--- src/rtl/seven_seg_reader_if.sv ---
// Decoded-digit stream from seven_seg_reader to its consumer (valid/ready).
// SEVEN_SEG_READER_BLANK_EN adds the out_blank field.
interface seven_seg_reader_if;
    logic       out_valid;
    logic       out_ready;
    logic [2:0] out_index;
    logic [3:0] out_value;
    logic       out_dp;
    logic       out_err;
`ifdef SEVEN_SEG_READER_BLANK_EN
    logic       out_blank;
`endif

    modport master (
`ifdef SEVEN_SEG_READER_BLANK_EN
        output out_blank,
`endif
        output out_valid, out_index, out_value, out_dp, out_err,
        input  out_ready
    );

    modport slave (
`ifdef SEVEN_SEG_READER_BLANK_EN
        input  out_blank,
`endif
        input  out_valid, out_index, out_value, out_dp, out_err,
        output out_ready
    );
endinterface

--- src/rtl/seven_seg_reader.sv ---
// Reads HEX0..HEX5 back into hex digits, scanning 0..5; SEVEN_SEG_READER_BLANK_EN decodes the all-off glyph as blank.
// Latency: STABLE_CYCLES+2 cycles per digit with constant inputs and out_ready high.
// Backpressure: a presented digit stays frozen until out_ready; input changes meanwhile are ignored.
module seven_seg_reader #(
    parameter int unsigned STABLE_CYCLES = 4
) (
    input  logic        CLOCK_50,
    input  logic        reset,
    input  logic [0:7]  HEX0,
    input  logic [0:7]  HEX1,
    input  logic [0:7]  HEX2,
    input  logic [0:7]  HEX3,
    input  logic [0:7]  HEX4,
    input  logic [0:7]  HEX5,
    seven_seg_reader_if.master out
);

    localparam logic [7:0] LAST_CNT = 8'(STABLE_CYCLES - 1);

    typedef enum logic [1:0] {CAPTURE, CHECK, PRESENT} state_t;

    state_t     state, state_nxt;
    logic [0:7] hex0_q, hex1_q, hex2_q, hex3_q, hex4_q, hex5_q;
    logic [0:7] sample;
    logic [0:7] ref_pat;
    logic [7:0] cnt;
    logic [2:0] idx;

    logic       ref_load, cnt_clr, cnt_inc, out_load, advance;
    logic [6:0] seg;
    logic [3:0] dec_value;
    logic       dec_err;
    logic       dec_blank;

    // Input register runs through reset so the first capture sees settled data.
    always_ff @(posedge CLOCK_50) begin
        hex0_q <= HEX0;
        hex1_q <= HEX1;
        hex2_q <= HEX2;
        hex3_q <= HEX3;
        hex4_q <= HEX4;
        hex5_q <= HEX5;
    end

    always_comb begin
        case (idx)
            3'd0:    sample = hex0_q;
            3'd1:    sample = hex1_q;
            3'd2:    sample = hex2_q;
            3'd3:    sample = hex3_q;
            3'd4:    sample = hex4_q;
            default: sample = hex5_q;
        endcase
    end

    // Glyph match on g..a only; bit 0 (DP) is reported separately.
    always_comb begin
        seg       = ref_pat[1:7];
        dec_value = 4'h0;
        dec_err   = 1'b0;
        dec_blank = 1'b0;
        case (seg)
            7'h40: dec_value = 4'h0;
            7'h79: dec_value = 4'h1;
            7'h24: dec_value = 4'h2;
            7'h30: dec_value = 4'h3;
            7'h19: dec_value = 4'h4;
            7'h12: dec_value = 4'h5;
            7'h02: dec_value = 4'h6;
            7'h78: dec_value = 4'h7;
            7'h00: dec_value = 4'h8;
            7'h10: dec_value = 4'h9;
            7'h08: dec_value = 4'hA;
            7'h03: dec_value = 4'hB;
            7'h46: dec_value = 4'hC;
            7'h21: dec_value = 4'hD;
            7'h06: dec_value = 4'hE;
            7'h0E: dec_value = 4'hF;
`ifdef SEVEN_SEG_READER_BLANK_EN
            7'h7F: dec_blank = 1'b1;
`endif
            default: dec_err = 1'b1;
        endcase
    end

    always_comb begin
        state_nxt = state;
        ref_load  = 1'b0;
        cnt_clr   = 1'b0;
        cnt_inc   = 1'b0;
        out_load  = 1'b0;
        advance   = 1'b0;
        case (state)
            CAPTURE: begin
                ref_load  = 1'b1;
                cnt_clr   = 1'b1;
                state_nxt = CHECK;
            end
            CHECK: begin
                if (sample != ref_pat) begin
                    ref_load = 1'b1;
                    cnt_clr  = 1'b1;
                end else if (cnt == LAST_CNT) begin
                    out_load  = 1'b1;
                    state_nxt = PRESENT;
                end else begin
                    cnt_inc = 1'b1;
                end
            end
            PRESENT: begin
                if (out.out_ready) begin
                    advance   = 1'b1;
                    state_nxt = CAPTURE;
                end
            end
            default: state_nxt = CAPTURE;
        endcase
    end

    always_ff @(posedge CLOCK_50) begin
        if (reset) begin
            state         <= CAPTURE;
            idx           <= 3'd0;
            cnt           <= 8'd0;
            ref_pat       <= 8'hFF;
            out.out_valid <= 1'b0;
            out.out_index <= 3'd0;
            out.out_value <= 4'h0;
            out.out_dp    <= 1'b0;
            out.out_err   <= 1'b0;
`ifdef SEVEN_SEG_READER_BLANK_EN
            out.out_blank <= 1'b0;
`endif
        end else begin
            state <= state_nxt;
            if (ref_load) ref_pat <= sample;
            if (cnt_clr)
                cnt <= 8'd0;
            else if (cnt_inc)
                cnt <= cnt + 8'd1;
            if (out_load) begin
                out.out_index <= idx;
                out.out_value <= dec_value;
                out.out_dp    <= ~ref_pat[0];
                out.out_err   <= dec_err;
`ifdef SEVEN_SEG_READER_BLANK_EN
                out.out_blank <= dec_blank;
`endif
            end
            out.out_valid <= (state_nxt == PRESENT);
            if (advance) idx <= (idx == 3'd5) ? 3'd0 : idx + 3'd1;
        end
    end

`ifndef SEVEN_SEG_READER_BLANK_EN
    logic unused_blank;
    assign unused_blank = dec_blank;
`endif

endmodule

--- src/flat_wrapper.sv ---
// flat-port wrapper written by rule: the top's interface ports become plain ports
module seven_seg_reader_flat 
#(
    parameter int unsigned STABLE_CYCLES = 4
)
  (CLOCK_50, reset, HEX0, HEX1, HEX2, HEX3, HEX4, HEX5, out_out_valid, out_out_index, out_out_value, out_out_dp, out_out_err, out_out_ready);
  seven_seg_reader_if out_i ();
  input  logic CLOCK_50;
  input  logic reset;
  input  logic [0:7] HEX0;
  input  logic [0:7] HEX1;
  input  logic [0:7] HEX2;
  input  logic [0:7] HEX3;
  input  logic [0:7] HEX4;
  input  logic [0:7] HEX5;
  output wire logic [$bits(out_i.out_valid)-1:0] out_out_valid;
  output wire logic [$bits(out_i.out_index)-1:0] out_out_index;
  output wire logic [$bits(out_i.out_value)-1:0] out_out_value;
  output wire logic [$bits(out_i.out_dp)-1:0] out_out_dp;
  output wire logic [$bits(out_i.out_err)-1:0] out_out_err;
  input wire logic [$bits(out_i.out_ready)-1:0] out_out_ready;
  assign out_out_valid = out_i.out_valid;
  assign out_out_index = out_i.out_index;
  assign out_out_value = out_i.out_value;
  assign out_out_dp = out_i.out_dp;
  assign out_out_err = out_i.out_err;
  assign out_i.out_ready = out_out_ready;
  seven_seg_reader #(.STABLE_CYCLES(STABLE_CYCLES)) u_core (.CLOCK_50(CLOCK_50), .reset(reset), .HEX0(HEX0), .HEX1(HEX1), .HEX2(HEX2), .HEX3(HEX3), .HEX4(HEX4), .HEX5(HEX5), .out(out_i));
endmodule
--- config.mk ---
export PLATFORM = sky130hd
export DESIGN_NAME = seven_seg_reader_flat
export DESIGN_NICKNAME = d
export VERILOG_FILES = /design/src/rtl/seven_seg_reader_if.sv /design/src/rtl/seven_seg_reader.sv /design/src/flat_wrapper.sv
export SDC_FILE = /design/constraint.sdc
export NUM_CORES = 1
export LEC_CHECK = 0
export CORE_MARGIN = 2
export CORE_UTILIZATION = 52
export CTS_BUF_LIST = sky130_fd_sc_hd__clkbuf_8 sky130_fd_sc_hd__clkbuf_16
export CTS_CLUSTER_DIAMETER = 120
export CTS_CLUSTER_SIZE = 24
export DETAILED_ROUTE_END_ITERATION = 8
export GPL_TIMING_DRIVEN = 1
export PLACE_DENSITY = 0.77
export SYNTH_ARGS = -nofsm -noshare
export SYNTH_HDL_FRONTEND = slang
export SYNTH_SLANG_ARGS = --single-unit
--- constraint.sdc ---
create_clock -name CLOCK_50 -period 3.64 [get_ports CLOCK_50]
set_input_delay 0.728 -clock CLOCK_50 [delete_from_list [all_inputs] [get_ports CLOCK_50]]
set_output_delay 0.728 -clock CLOCK_50 [all_outputs]
set_load 0.01 [all_outputs]
==> flow_summary.json <==
{
  "grt_pass1_vias": 2958,
  "cp.required_ns": 3.91,
  "netlist_instances": 376,
  "hold_path.class": "flop to flop",
  "drt-pass1-iter-count": 4,
  "p_total_uw": 1780,
  "hold_start": "u_core.out.out_err",
  "grt_max_degree": 30,
  "fin_skew_ns": 0.0103,
  "syn_area_per_cell_sq_um": 9.22,
  "wl_um": 8190,
  "slew_viol_final": 0,
  "yosysTopAreaCell": "dfxtp_1",
  "syn2layout_area_growth_pct": 24.8,
  "wire_per_inst_um": 16.0,
  "synthTopCellsByArea": "dfxtp_1 46%, a21oi_1 2.7%, nand3_1 2.7%",
  "drt-initial-drc-count": 263,
  "seq_area_frac_synth_pct": 45.6,
  "setup_viol": 0,
  "drive_above_1_share_pct": 8.94,
  "clk-insertion-delay-late_ns": 0.35,
  "crit_type": "flop to flop",
  "grt_usage_pct": 23.6,
  "end_kind": "flop",
  "cp.arrival_ns": 3.47,
  "portBuffers": 60,
  "fmaxAchievable_mhz": 312,
  "register_area_sq_um": 1580,
  "crit_start": "u_core.idx[1]",
  "status": "complete, no violations",
  "cts_tree": "done",
  "powerDensity_nw_per_um2": 411,
  "gp_congestion": 0.929,
  "hold_buffers": 0,
  "vias": 3101,
  "ys_ff_latch": 79,
  "synthArstFlopShare_pct": 0,
  "timing.hold.ws_ns": 0.473,
  "grt_pass1_wl_um": 14000,
  "r2r-start": "u_core.idx[1]",
  "synth_ff_type": "dfxtp_1",
  "worstPathMaxFanout": 15,
  "fin_crit_ns": 3.20,
  "ios": 61,
  "p_leak_uw": 0.00160,
  "timing.final.crit_share_pct": 88.0,
  "grt_overflow": 0,
  "finalNetCount": 484,
  "dp_hpwl_um": 5980,
  "clkSinkCount": 79,
  "diodes": 0,
  "finalHoldViolCount": 0,
  "synth_top_area_share_pct": 45.6,
  "chipWidth_um": 85.6,
  "startpoint_type": "flop",
  "cts_buffers": 9,
  "drcViolationCount": 0,
  "via_per_inst": 6.04,
  "yosysUniqueCellTypes": 66,
  "clockRootBuffer": "clkbuf_8",
  "ant_nets": 0,
  "core_sq_um": 6390,
  "ctsHtreeMaxLevel": 3,
  "start_util_pct": 54.3,
  "dieHeight_um": 85.6,
  "tightest_slew_ns": 0.895,
  "dieArea_sq_um": 7330,
  "maxCapViolCount": 0,
  "vdd_drop_max_uv": 358,
  "syn_area_sq_um": 3470,
  "synth_edf_count": 0,
  "multiInputGateArea_sq_um": 1700,
  "antenna_found_initial": 0,
  "rows": 29,
  "relSlewSlack_pct": 40.3,
  "syn-num-nets": 429,
  "fill_cells": 534,
  "tns_ns": 0,
  "clk_pin_slew_ns": 0.08,
  "yosysWarnings": 0,
  "cts_max_path_buffers": 2,
  "rsz0062_at_grt": "false"
}
## power breakdown
group	internal [uW]	total (uW)	switching (uW)
clock network	388	710	321
logic	81.9	143	60.6
registers	897	923	25.7
total	1370	1780	408
## final cells by class
type / count / share of cell area [%]
Timing Repair Buffer: 70 / 15.6
Inverter: 13 / 1.13
Tap cell: 77 / 2.23
Clock inverter: 7 / 2.23
Clock buffer: 9 / 2.86
Multi-Input combinational cell: 258 / 39.4
Sequential cell: 79 / 36.6
## metal layers
| metal | track usage (%) | share of wire [%] | up-vias | wire (um) |
|---|---|---|---|---|
| met5 | 0 | 0 | - | 0 |
| met4 | 6.78 | 1.3 | 0 | 103 |
| met3 | 5.00 | 6.7 | 11 | 552 |
| met2 | 38.3 | 46 | 116 | 3730 |
| met1 | 31.7 | 46 | 1436 | 3800 |
| li1 | - | - | 1538 | - |
## state kept, by name, indices dropped and copies added (netlist names)
signal,cells
u_core.hex5_q,8
u_core.out.out_dp,1
u_core.state,2
u_core.out.out_valid,1
u_core.hex2_q,8
u_core.out.out_err,1
u_core.out.out_value,4
u_core.hex1_q,8
u_core.ref_pat,8
u_core.out.out_index,3
u_core.hex3_q,8
u_core.hex4_q,8
u_core.idx,3
u_core.hex0_q,8
u_core.cnt,8
## worst paths after layout
path / end / slack (ns) / cells after the start
setup / recovery: u_core.cnt[5] / 0.44 / 11
setup reg to reg: u_core.cnt[5] / 0.44 / 11
hold reg to reg: u_core.out.out_err / 0.47 / 2
hold / removal: u_core.out.out_err / 0.47 / 2
## cells in the final DEF, fill, tap and decap left out, types with 9 or more instances in the layout
cell and instances:
nand2_1 24, clkbuf_8 9, dfxtp_1 79, nor3_1 14
a21oi_1 19, buf_4 10, nand3_1 19, nor2_1 24
clkdlybuf4s50_1 60, a31oi_1 14, nand4_1 14, inv_1 14
## synth_stat cells (3+ instances only)
cell / instances
buf_2: 3
o22ai_1: 5
a221o_1: 5
nand4_1: 14
and2_1: 6
mux2_2: 5
o21ai_0: 6
buf_4: 5
nand4b_1: 3
clkbuf_1: 15
o2111a_1: 3
nand2_1: 24
a21oi_1: 19
a221oi_1: 3
dfxtp_1: 79
nor3b_1: 3
nor3_1: 14
inv_1: 13
o31ai_1: 6
nor4_1: 5
nor2b_1: 6
nor2_1: 24
a31oi_1: 14
nand3b_1: 4
nand2b_1: 5
a211oi_1: 4
a222oi_1: 3
a2111oi_0: 7
mux2i_1: 6
nand3_1: 19
## kinds of logic (layout without fill, tap and decap cells)
logic type / Yosys count / in the layout / synth area share (%)
compound gates: 99 / 99 / 21.3
fa+ha+maj: 3 / 3 / 1.05
buf+inv: 39 / 99 / 5.31
mux: 12 / 12 / 3.68
flops: 79 / 79 / 45.6
simple gates: 141 / 141 / 22.3
xor+xnor: 3 / 3 / 0.758
## through the flow
step | setup WS (ns) | cells | util (%) | instance area, sq um
after global routing | 0.0946 | 513 | 67.7 | 4320
after detailed placement | 0.389 | 497 | 64.2 | 4100
final | 0.437 | 513 | 67.7 | 4320
after floorplan | 0.776 | 376 | - | 3470
after global placement | 0.476 | 497 | 64.2 | 4100
after CTS | 0.367 | 513 | 67.7 | 4320
## critical path, cell delays in order (launching register included)
cell and delay, ns:
dfxtp_1 0.32, inv_1 0.14, nor2_1 0.06, ha_1 0.36
and2_1 0.22, a221o_1 0.30, o22a_1 0.20, a222oi_1 0.48
and4b_2 0.49, buf_4 0.25, nand4b_1 0.12, a31oi_1 0.18
## what timing repair did
action	CTS	global route
gates resized for setup	0	1
endpoints found under the setup margin	0	6
buffers inserted	0	0
Power figures use the tool's default switching activity.
